`src/rtl/shift_frame_ctrl.sv`:
```
// rtl/shift_frame_ctrl.sv - serial-in/parallel-out frame sequencing controller
//
// Purpose: accepts a frame length, takes serial bits over a valid/ready
// handshake into an internal shift register, and presents the assembled
// word on a valid/ready output handshake.
//
// Ports:
//   clk_i, reset_n_i       clock (rising edge), asynchronous active-low reset
//   start_i, len_i         frame request and its length in bits (1..width_p)
//   abort_i                cancel any frame in progress
//   serial_i, serial_v_i   serial bit and its valid
//   serial_ready_o         a serial bit is accepted this cycle when valid
//   data_o, v_o, ready_i   assembled word, word valid, consumer accept
//   busy_o                 controller not idle
//   shift_en_o             shift enable applied this cycle
//   count_o                bits accepted in the current frame
//   err_o                  one-cycle pulse after an illegal start
module shift_frame_ctrl #(
  parameter int width_p = 8,
  parameter int lenw_p  = $clog2(width_p + 1)
) (
  input  logic                clk_i,
  input  logic                reset_n_i,
  input  logic                start_i,
  input  logic [lenw_p-1:0]   len_i,
  input  logic                abort_i,
  input  logic                serial_i,
  input  logic                serial_v_i,
  output logic                serial_ready_o,
  output logic [width_p-1:0]  data_o,
  output logic                v_o,
  input  logic                ready_i,
  output logic                busy_o,
  output logic                shift_en_o,
  output logic [lenw_p-1:0]   count_o,
  output logic                err_o
);

  localparam logic [lenw_p-1:0] WidthL = lenw_p'(width_p);
  localparam logic [lenw_p-1:0] OneL   = lenw_p'(1);

  typedef enum logic [1:0] {
    ST_IDLE,
    ST_SHIFT,
    ST_HOLD
  } state_e;

  state_e              state_q, state_d;
  logic [width_p-1:0]  data_q, data_d;
  logic [lenw_p-1:0]   count_q, count_d;
  logic [lenw_p-1:0]   len_q, len_d;
  logic                err_q, err_d;
  logic                len_legal;
  logic [lenw_p-1:0]   count_inc;

  assign len_legal = (len_i != '0) && (len_i <= WidthL);
  assign count_inc = count_q + OneL;

  // Abort withdraws ready so a bit offered in the abort cycle is never shifted.
  assign serial_ready_o = (state_q == ST_SHIFT) && !abort_i;
  assign shift_en_o     = serial_v_i && serial_ready_o;

  assign v_o     = (state_q == ST_HOLD);
  assign busy_o  = (state_q != ST_IDLE);
  assign data_o  = data_q;
  assign count_o = count_q;
  assign err_o   = err_q;

  always_comb begin
    state_d = state_q;
    data_d  = data_q;
    count_d = count_q;
    len_d   = len_q;
    err_d   = 1'b0;

    if (abort_i) begin
      // Data is deliberately left as-is so a partial word stays observable.
      state_d = ST_IDLE;
      count_d = '0;
    end else begin
      case (state_q)
        ST_IDLE: begin
          if (start_i) begin
            if (len_legal) begin
              len_d   = len_i;
              data_d  = '0;
              count_d = '0;
              state_d = ST_SHIFT;
            end else begin
              err_d = 1'b1;
            end
          end
        end

        ST_SHIFT: begin
          if (shift_en_o) begin
            // Shifting left from a cleared register lands the first bit at
            // data[len-1] once len bits are in, with upper bits still zero.
            data_d  = {data_q[width_p-2:0], serial_i};
            count_d = count_inc;
            if (count_inc == len_q) begin
              state_d = ST_HOLD;
            end
          end
        end

        ST_HOLD: begin
          if (ready_i) begin
            count_d = '0;
            state_d = ST_IDLE;
            if (start_i) begin
              if (len_legal) begin
                len_d   = len_i;
                data_d  = '0;
                state_d = ST_SHIFT;
              end else begin
                err_d = 1'b1;
              end
            end
          end
        end

        default: state_d = ST_IDLE;
      endcase
    end
  end

  always_ff @(posedge clk_i or negedge reset_n_i) begin
    if (!reset_n_i) begin
      state_q <= ST_IDLE;
      data_q  <= '0;
      count_q <= '0;
      len_q   <= '0;
      err_q   <= 1'b0;
    end else begin
      state_q <= state_d;
      data_q  <= data_d;
      count_q <= count_d;
      len_q   <= len_d;
      err_q   <= err_d;
    end
  end

endmodule

```
`config.mk`:
```
export PLATFORM = sky130hd
export DESIGN_NAME = shift_frame_ctrl
export DESIGN_NICKNAME = d
export VERILOG_FILES = /design/src/rtl/shift_frame_ctrl.sv
export SDC_FILE = /design/constraint.sdc
export NUM_CORES = 1
export LEC_CHECK = 0
export BUFFER_PORTS_ARGS = -buffer_cell sky130_fd_sc_hd__buf_2
export CORE_AREA = 3 3 49 51
export CTS_BUF_LIST = sky130_fd_sc_hd__clkbuf_4
export CTS_CLUSTER_DIAMETER = 100
export CTS_CLUSTER_SIZE = 25
export DETAILED_ROUTE_END_ITERATION = 7
export DIE_AREA = 0 0 52 54
export PLACE_DENSITY_LB_ADDON = 0.25
export RECOVER_POWER = 50
export SLEW_MARGIN = 25
export SYNTH_ARGS = -nofsm -noshare
export SYNTH_HDL_FRONTEND = slang
export SYNTH_SLANG_ARGS = --single-unit
```
`constraint.sdc`:
```
create_clock -name clk_i -period 1.45 [get_ports clk_i]
set_input_delay 0.145 -clock clk_i [delete_from_list [all_inputs] [get_ports clk_i]]
set_output_delay 0.145 -clock clk_i [all_outputs]
set_load 0.005 [all_outputs]
```
Word-level counts from Yosys, hierarchy flattened
Index checks and enable logic that the tools add are counted.

Input port bits: 11. Register bits after elaboration: 19. Output and inout bits: 17.

Magnitude comparators: 1. $add $sub $neg: 1. Reductions and logical operators: 14. Multiplexer cells: 29. Bitwise gates (word level): 1. Equality and inequality tests: 10.

Operator list (number): $mux 4 (8); $mux 8 (4); $pmux 8 s3 (1); $mux 2 (6); $pmux 4 s3 (1); $reduce_and 5->1 (2); $ne 3x3->1 const B (3); $pmux 4 s2 (1); $reduce_bool 4->1 (2); $mux 1 (6); $ne 3x2->1 const B (2); $pmux 2 s3 (1); $add 4x1->4 const B (1); $eq 4x4->1 (1); $le 4x4->1 const B (1); $reduce_and 4->1 (1); $reduce_bool 2->1 (2); $logic_and 1x1->1 (3); $reduce_and 3->1 (1); $reduce_bool 3->1 (1); $eq 2x1->1 const B (1); $eq 2x2->1 const B (1); $logic_not 2->1 (1); $ne 2x1->1 const B (1); 4 further kinds (4).

Longest topological paths before layout
Gate-level depths: netlist of run 1.

Depth after elaboration: 7. Depth in mapped cells: 7. Mapped depth without buffers: 6.

Worst setup path before layout of run 1
OpenSTA, ideal clock, no wires.

Path type: input -> register. Start: in len_i[1]. End: reg len_q[0]. Stages on the path: 4. Data arrival time: 1.324 ns. Setup slack: 0.001 ns. Data required time: 1.325 ns. Library setup time: 0.125 ns. Path through: or4_4 > and2_2 > nand2_1 > mux2_2.

Cells in the longest elaborated chain, start to end: 6. Elaborated cells between the ends (all ways): 7.

Ends and longest elaborated chain: start: declaration (RTL line 25) `input logic [lenw_p-1:0] len_i,`; $le 4x4->1 / $reduce_bool 4->1 (equally long branches) (RTL line 56) `assign len_legal = (len_i != '0) && (len_i <= WidthL);`; $logic_and 1x1->1 * (RTL line 56); $mux 4 * (2 in series); $mux 4; $pmux 4 s2 *; end signal: assignment (RTL line 139) `len_q <= len_d;`; end: declaration (RTL line 51) `logic [lenw_p-1:0] len_q, len_d;`.

Every way passes the cells marked *; elsewhere a longest branch is shown, timed or not. The select of a mux whose other input is x is not followed. A chain may end at the register's enable or synchronous reset.

Final worst setup path of run 1
Start: reg state_q[0]. End: reg data_q[2] (netlist: data_o[2]).

Cells in the longest elaborated chain, start to end: 5. Elaborated cells between the ends (all ways): 10.

Ends and longest elaborated chain: start: declaration (RTL line 48) `state_e state_q, state_d;`; start signal: assignment (RTL line 136) `state_q <= state_d;`; $eq 2x1->1 (RTL line 60, 81); $logic_and 1x1->1 (RTL line 60) `assign serial_ready_o = (state_q == ST_SHIFT) && !abort_i;`; $logic_and 1x1->1 (RTL line 61) `assign shift_en_o = serial_v_i && serial_ready_o;`; $ne 2x2->1 (no line); $reduce_and 4->1 (no line); end signal: assignment (RTL line 137) `data_q <= data_d;`; end: declaration (RTL line 49) `logic [width_p-1:0] data_q, data_d;`.

Several ways; a longest one is shown, not always the timed one.

==> flow_summary.ini, run 1 <==
[critical_path]
path_cells = nor2b_4, nand4_1, a211o_4, a22o_1
worstPathRequired_ps = 1630
worst_setup_path_class = reg -> reg
worst_setup_path_start_kind = register
arrival_ps = 1580
master_of_the_slowest_instance_on_the_critical_path = dfrtp_2
r2r_start = state_q[0]
worstSetupEndpointType = register
timing.critical_path.fanout_max = 8
path_buf_inv = 0
timing.critical_path.max_delay_family = compound AO/OA/AOI/OAI gates
startpoint = state_q[0]
worst_path_largest_cell_delay_ps = 470

[finish]
num-nets-final = 141
drive_above_1_share = 0.508
fin_cells = 155
areaGrowthSynthToFinish_pct = 40.2
share_of_the_core_filled_with_cells_in_the_final_layout = 0.658
multiInputGateArea_um2 = 477
final-seq-area_um2 = 478
n_fill_cell = 174
num_antenna_cells = 0

[grt]
wire_length_of_the_first_global_routing_pass_mm = 3.62
grt_antenna_before_repair = 0
global_route.usage.total = 0.178
grt_max_degree = 20
via_count_of_the_first_global_routing_pass = 816
grt_remaining_overflow = 0

[route]
vias = 812
drt-vias-per-instance = 5.24
ant_nets = 0
post_drt_wl_per_cell_um = 14.8
drtPass1Iterations = 4
number_of_drc_violations_after_detailed_routing = 0
routed_wl_mm = 2.30
first_iter_violations = 9

[clocking]
clk_path_buf_depth = 2
cts_tree = built
cts_max_level = 1
cts_num_sinks = 19
clk_pin_slew_ps = 110
root_buffer = clkbuf_4
cts-buffers-inserted = 3
worst_skew_pair.late_latency_ps = 280

[synth]
netlist_top_cells_area = dfrtp_1, a22o_1, xnor2_1, mux2_2, nor2b_1
post_synthesis_cell_type_count = 32
synth_enable_flop_cells = 0
avgSynthCellArea_um2 = 11.5
synthesis.nets = 93
syn_area_um2 = 930
yosysTopAreaCellShare = 0.511
postSynthRegisterBits = 19
synthesis.instances = 81
yosysWarningCount = 0
synth-seq-area-share = 0.511
ys_dominant_reg_cell = dfrtp_1
synth_area_leader_cell = dfrtp_1
synthArstFlopShare = 1.00

[power_and_ir_drop]
power.density_cell_area_mw_per_mm2 = 1370
static-leakage-power_uw = 0.000653
vdd_ir_drop_max_mv = 1.02
p_total_uw = 1780

[sta]
slew-limit-headroom = 0.321
timing.final.crit_period_ps = 1400
grt_setup_unrepaired = yes
final_setup_violation_count = 0
final.period_utilization = 0.962
fmaxAchievable_mhz = 717
fin_skew_ps = 1.27
final_hold_viol_count = 0
number_of_slew_limit_violations_in_the_final_report = 0
hold-worst-slack_ps = 73.1
max_slew.worst_pin.slew_ps = 1020

[place]
globalplace.congestion = 0.838
place.port_buffers = 27
cells_after_dpl = 146
detailed_place_hpwl_mm = 1.66

[worst_hold_path]
min_from = serial_i
hp-class = in -> reg

[floorplan]
design.core.area_mm2 = 0.00198
die_width_um = 52
die_y_um = 54
design.die.area_mm2 = 0.00281
io_pins = 28
start_util = 0.469
floorplan.rows = 16

[job]
max-cap-violations = 0

[run_status]
status = finished, final reports clean
-- state kept, by name, indices dropped and copies added (netlist names) --
name	cells
data_o	8
count_o	4
len_q	4
state_q	2
err_o	1
-- metal layers --
metal,vias to the layer above,GRT usage,part of all wire
li1,394,-,-
met1,389,0.223,0.44
met2,25,0.305,0.50
met3,4,0.0388,0.052
met4,0,0.0524,0.011
met5,-,0,0
-- where the power goes --
part	internal, µW	total (µW)	switching [µW]
Clock	102	260	158
Combinational	426	739	314
Sequential	662	782	120
Total	1190	1780	591
-- final cells by class --
class,instances,area share
flip-flops and latches,19,0.367
multi-input cells,56,0.366
repair buffers,44,0.206
well taps,27,0.0259
clock buffers,3,0.0173
inverters,5,0.0144
clock inverters,1,0.00384
-- repair_timing --
item,CTS,global route
gates cloned,0,0
hold buffers,1,0
hold endpoints to repair,19,0
pin swaps,3,3
resized for setup,6,11
setup buffers,5,0
setup endpoints to repair,9,15
-- synth_stat cells (2+ instances only) --
library cell   n
a22o_1         8
dfrtp_1       19
inv_1          5
mux2_2         3
nand2_1        4
nand4_1        2
nor2_1         3
nor2b_1        4
nor3_1         2
o21ai_0        4
xnor2_1        5
xor2_1         2
-- worst register-to-register path, cell delays in order (launching register included) --
cell,delay (ps)
dfrtp_2,470
nor2b_4,140
nand4_1,110
a211o_4,380
a22o_1,200
-- layout by cell type (no fill, tap or decap), types with 2 or more instances in the layout --
cell,synthesis,layout
xnor2_1,5,5
dfrtp_1,19,17
inv_2,0,2
clkbuf_1,0,2
o21ai_1,0,3
mux2_2,3,3
xor2_1,2,2
buf_2,0,24
buf_4,1,16
a22o_1,8,8
dfrtp_2,0,2
nand4_1,2,2
clkbuf_4,0,3
inv_1,5,3
nand2_1,4,3
nor2b_1,4,3
nor2_1,3,3
-- path summary, 6_finish.rpt --
| path | slack [ps] | depth (start not counted) | to |
|---|---|---|---|
| setup / recovery | 50 | 4 | data_o[2] |
| hold / removal | 70 | 2 | data_o[0] |
| setup reg to reg | 50 | 4 | data_o[2] |
| hold reg to reg | 510 | 1 | data_o[7] |
| max in group asynchronous | 240 | 2 | state_q[1] |
| min in group asynchronous | 530 | 2 | data_o[2] |
-- stage by stage --
| step | area, µm² | setup TNS [ps] | worst slack, ps |
|---|---|---|---|
| detailed placement | 1190 | -1060 | -178 |
| global route | 1300 | -71.9 | -25.8 |
| finish | 1300 | 0 | 54.7 |
| global placement | 1190 | -601 | -142 |
| CTS | 1290 | -56.7 | -56.7 |
| floorplan | 930 | 0 | 0.916 |
-- logic make-up after synthesis --
family | synth area share
AOI/OAI and AO/OA | 0.209
xor gates and xnor gates | 0.0660
adders and majority gates | 0.0135
buffers and inverters | 0.0283
DFF | 0.511
muxes | 0.0471
and+or+nand+nor | 0.125
(Power assumes the default switching activity.)
==> run 2, diff against run 1 <==
==> constraint.sdc (replaced) <==
create_clock -name clk_i -period 1.2 [get_ports clk_i]
set_input_delay 0.12 -clock clk_i [delete_from_list [all_inputs] [get_ports clk_i]]
set_output_delay 0.12 -clock clk_i [all_outputs]
set_load 0.005 [all_outputs]
==> run 2 against run 1 <==
The flow now finishes with violations (negative setup slack). Hold slack lost 6.5 ps. Via count grew 2.5%. Non-clock buffer count increased by 6.
==> flow_summary.ini, run 2 (synthesis results as in run 1) <==
[run_status]
status = finished with violations
violations = negative setup slack

[finish]
largest_reg_flops = 8
num-nets-final = 147
fin_cells = 161
most-common-layout-cells = buf_2, buf_4, dfrtp_1, a22o_1, buf_6
drive_above_1_share = 0.612
num_antenna_cells = 0
mostFrequentLayoutCell = buf_2
areaGrowthSynthToFinish_pct = 57.1
n_fill_cell = 139

[place]
place.port_buffers = 27
detailed_place_hpwl_mm = 1.67
cells_after_dpl = 150
preCtsSetupSlack_ps = -292
globalplace.congestion = 0.778

[route]
drt-vias-per-instance = 5.17
ant_nets = 0
first_iter_violations = 23
routed_wl_mm = 2.39
drtPass1Iterations = 4
post_drt_wl_per_cell_um = 14.8
number_of_drc_violations_after_detailed_routing = 0
vias = 832

[sta]
slew-limit-headroom = 0.686
fmaxAchievable_mhz = 675
number_of_slew_limit_violations_in_the_final_report = 0
grt_setup_unrepaired = yes
fin_skew_ps = 1.35
timing.final.crit_period_ps = 1480
final_setup_violation_count = 23
finalWorstSetupSlack_ps = -282
final.setup.tns_ps = -4400
final.period_utilization = 1.24
max_slew.worst_pin.slew_ps = 471
final_hold_viol_count = 0

[floorplan]
floorplan.rows = 16
die_y_um = 54
die_width_um = 52
design.core.area_mm2 = 0.00198
design.die.area_mm2 = 0.00281
io_pins = 28
start_util = 0.469

[clocking]
cts_max_level = 1
root_buffer = clkbuf_4
cts_num_sinks = 19
worst_skew_pair.late_latency_ps = 280
clk_pin_slew_ps = 100
cts-buffers-inserted = 3
cts_tree = built
clk_path_buf_depth = 2

[worst_hold_path]
hp-class = in -> reg
hold_depth = 2

[power_and_ir_drop]
sw_frac_of_total = 0.325
pwr-share-clk = 0.136
p_total_uw = 2450
pwr-share-comb = 0.476
power.density_cell_area_mw_per_mm2 = 1680
static-leakage-power_uw = 0.000726
power.sequential.fraction = 0.389
total_switching_power_uw = 796
intPower_uw = 1660
vdd_ir_drop_max_mv = 1.16

[grt]
wire_length_of_the_first_global_routing_pass_mm = 3.84
grt_max_degree = 20
global_route.usage.total = 0.185
grt_antenna_before_repair = 0
via_count_of_the_first_global_routing_pass = 869
grt_remaining_overflow = 0

[critical_path]
worst_path_largest_cell_delay_ps = 420
worstPathRequired_ps = 1380
worstRegToRegCells = 5
worstSetupEndpointType = register
path_cells = buf_6, nor2b_4, nand4_1, a211o_4, a22o_1
arrival_ps = 1660
worst_setup_path_class = reg -> reg
worst_setup_path_start_kind = register
master_of_the_slowest_instance_on_the_critical_path = dfrtp_1
timing.critical_path.fanout_max = 8

[job]
max-cap-violations = 0
[run 2: cell count changes in the layout (fill, tap and decap cells not counted), moves of 2 or more]
| cell | before | now |
|---|---|---|
| mux2_4 | 0 | 3 |
| buf_4 | 16 | 18 |
| mux2_2 | 3 | 0 |
| nor2b_1 | 3 | 1 |
| buf_6 | 1 | 7 |
| o21ai_1 | 3 | 1 |
| nor2b_4 | 1 | 3 |
| clkbuf_1 | 2 | 0 |
[run 2: area by class of cell]
type	instances	area, µm²	area share
Sequential cell	19	478	0.327
Inverter	5	21.3	0.0146
Tap cell	27	33.8	0.0231
Clock buffer	4	30.0	0.0206
Multi-Input combinational cell	56	553	0.379
Timing Repair Buffer	50	344	0.236
[run 2: repair_timing]
action                                  in CTS  in global routing
gates resized for setup                     19                  6
setup buffers                                6                  2
pin swaps                                    8                  6
hold buffers                                 1                  0
endpoints found under the setup margin      22                 23
hold endpoints to repair                    19                  0
[run 2: metrics by stage]
| step | instance area, µm² | hold slack [ps] | utilization |
|---|---|---|---|
| after floorplan | 1000 | -176 | - |
| after global placement | 1290 | 83.0 | 0.653 |
| after detailed placement | 1290 | 78.3 | 0.653 |
| after CTS | 1440 | 60.1 | 0.728 |
| after global routing | 1460 | 70.7 | 0.737 |
| final | 1460 | 66.6 | 0.737 |
[run 2: routing by layer]
metal | part of all wire | wire [µm] | global-route usage
met5 | 0 | 0 | 0
met4 | 0.0054 | 13 | 0.0393
met1 | 0.45 | 1080 | 0.240
met3 | 0.035 | 84 | 0.0277
met2 | 0.51 | 1210 | 0.324
[run 2: path summary, 6_finish.rpt]
| kind | endpoint | slack [ps] | startpoint |
|---|---|---|---|
| setup / recovery | data_o[1] | -280 | state_q[0] |
| hold / removal | data_o[0] | 70 | serial_i |
| setup reg to reg | data_o[1] | -280 | state_q[0] |
| hold reg to reg | data_o[7] | 510 | data_o[7] |
| max in group asynchronous | state_q[1] | 540 | reset_n_i |
| min in group asynchronous | count_o[2] | 310 | reset_n_i |
[run 2: critical path, delay by kind of cell (launching register included)]
kind,cells,cell delay [ps]
AO/OA/AOI/OAI,2,590
flip-flops,1,420
AND/OR/NAND/NOR,2,230
buffers and inverters,1,130
[run 2: power by group through the flow]
stage	clock [µW]	combinational (µW)	sequential (µW)
2_1_floorplan	0	499	945
3_3_place_gp	0	871	941
3_5_place_dp	0	893	955
4_1_cts	337	1130	945
5_1_grt	366	1270	972
6_report	333	1170	953
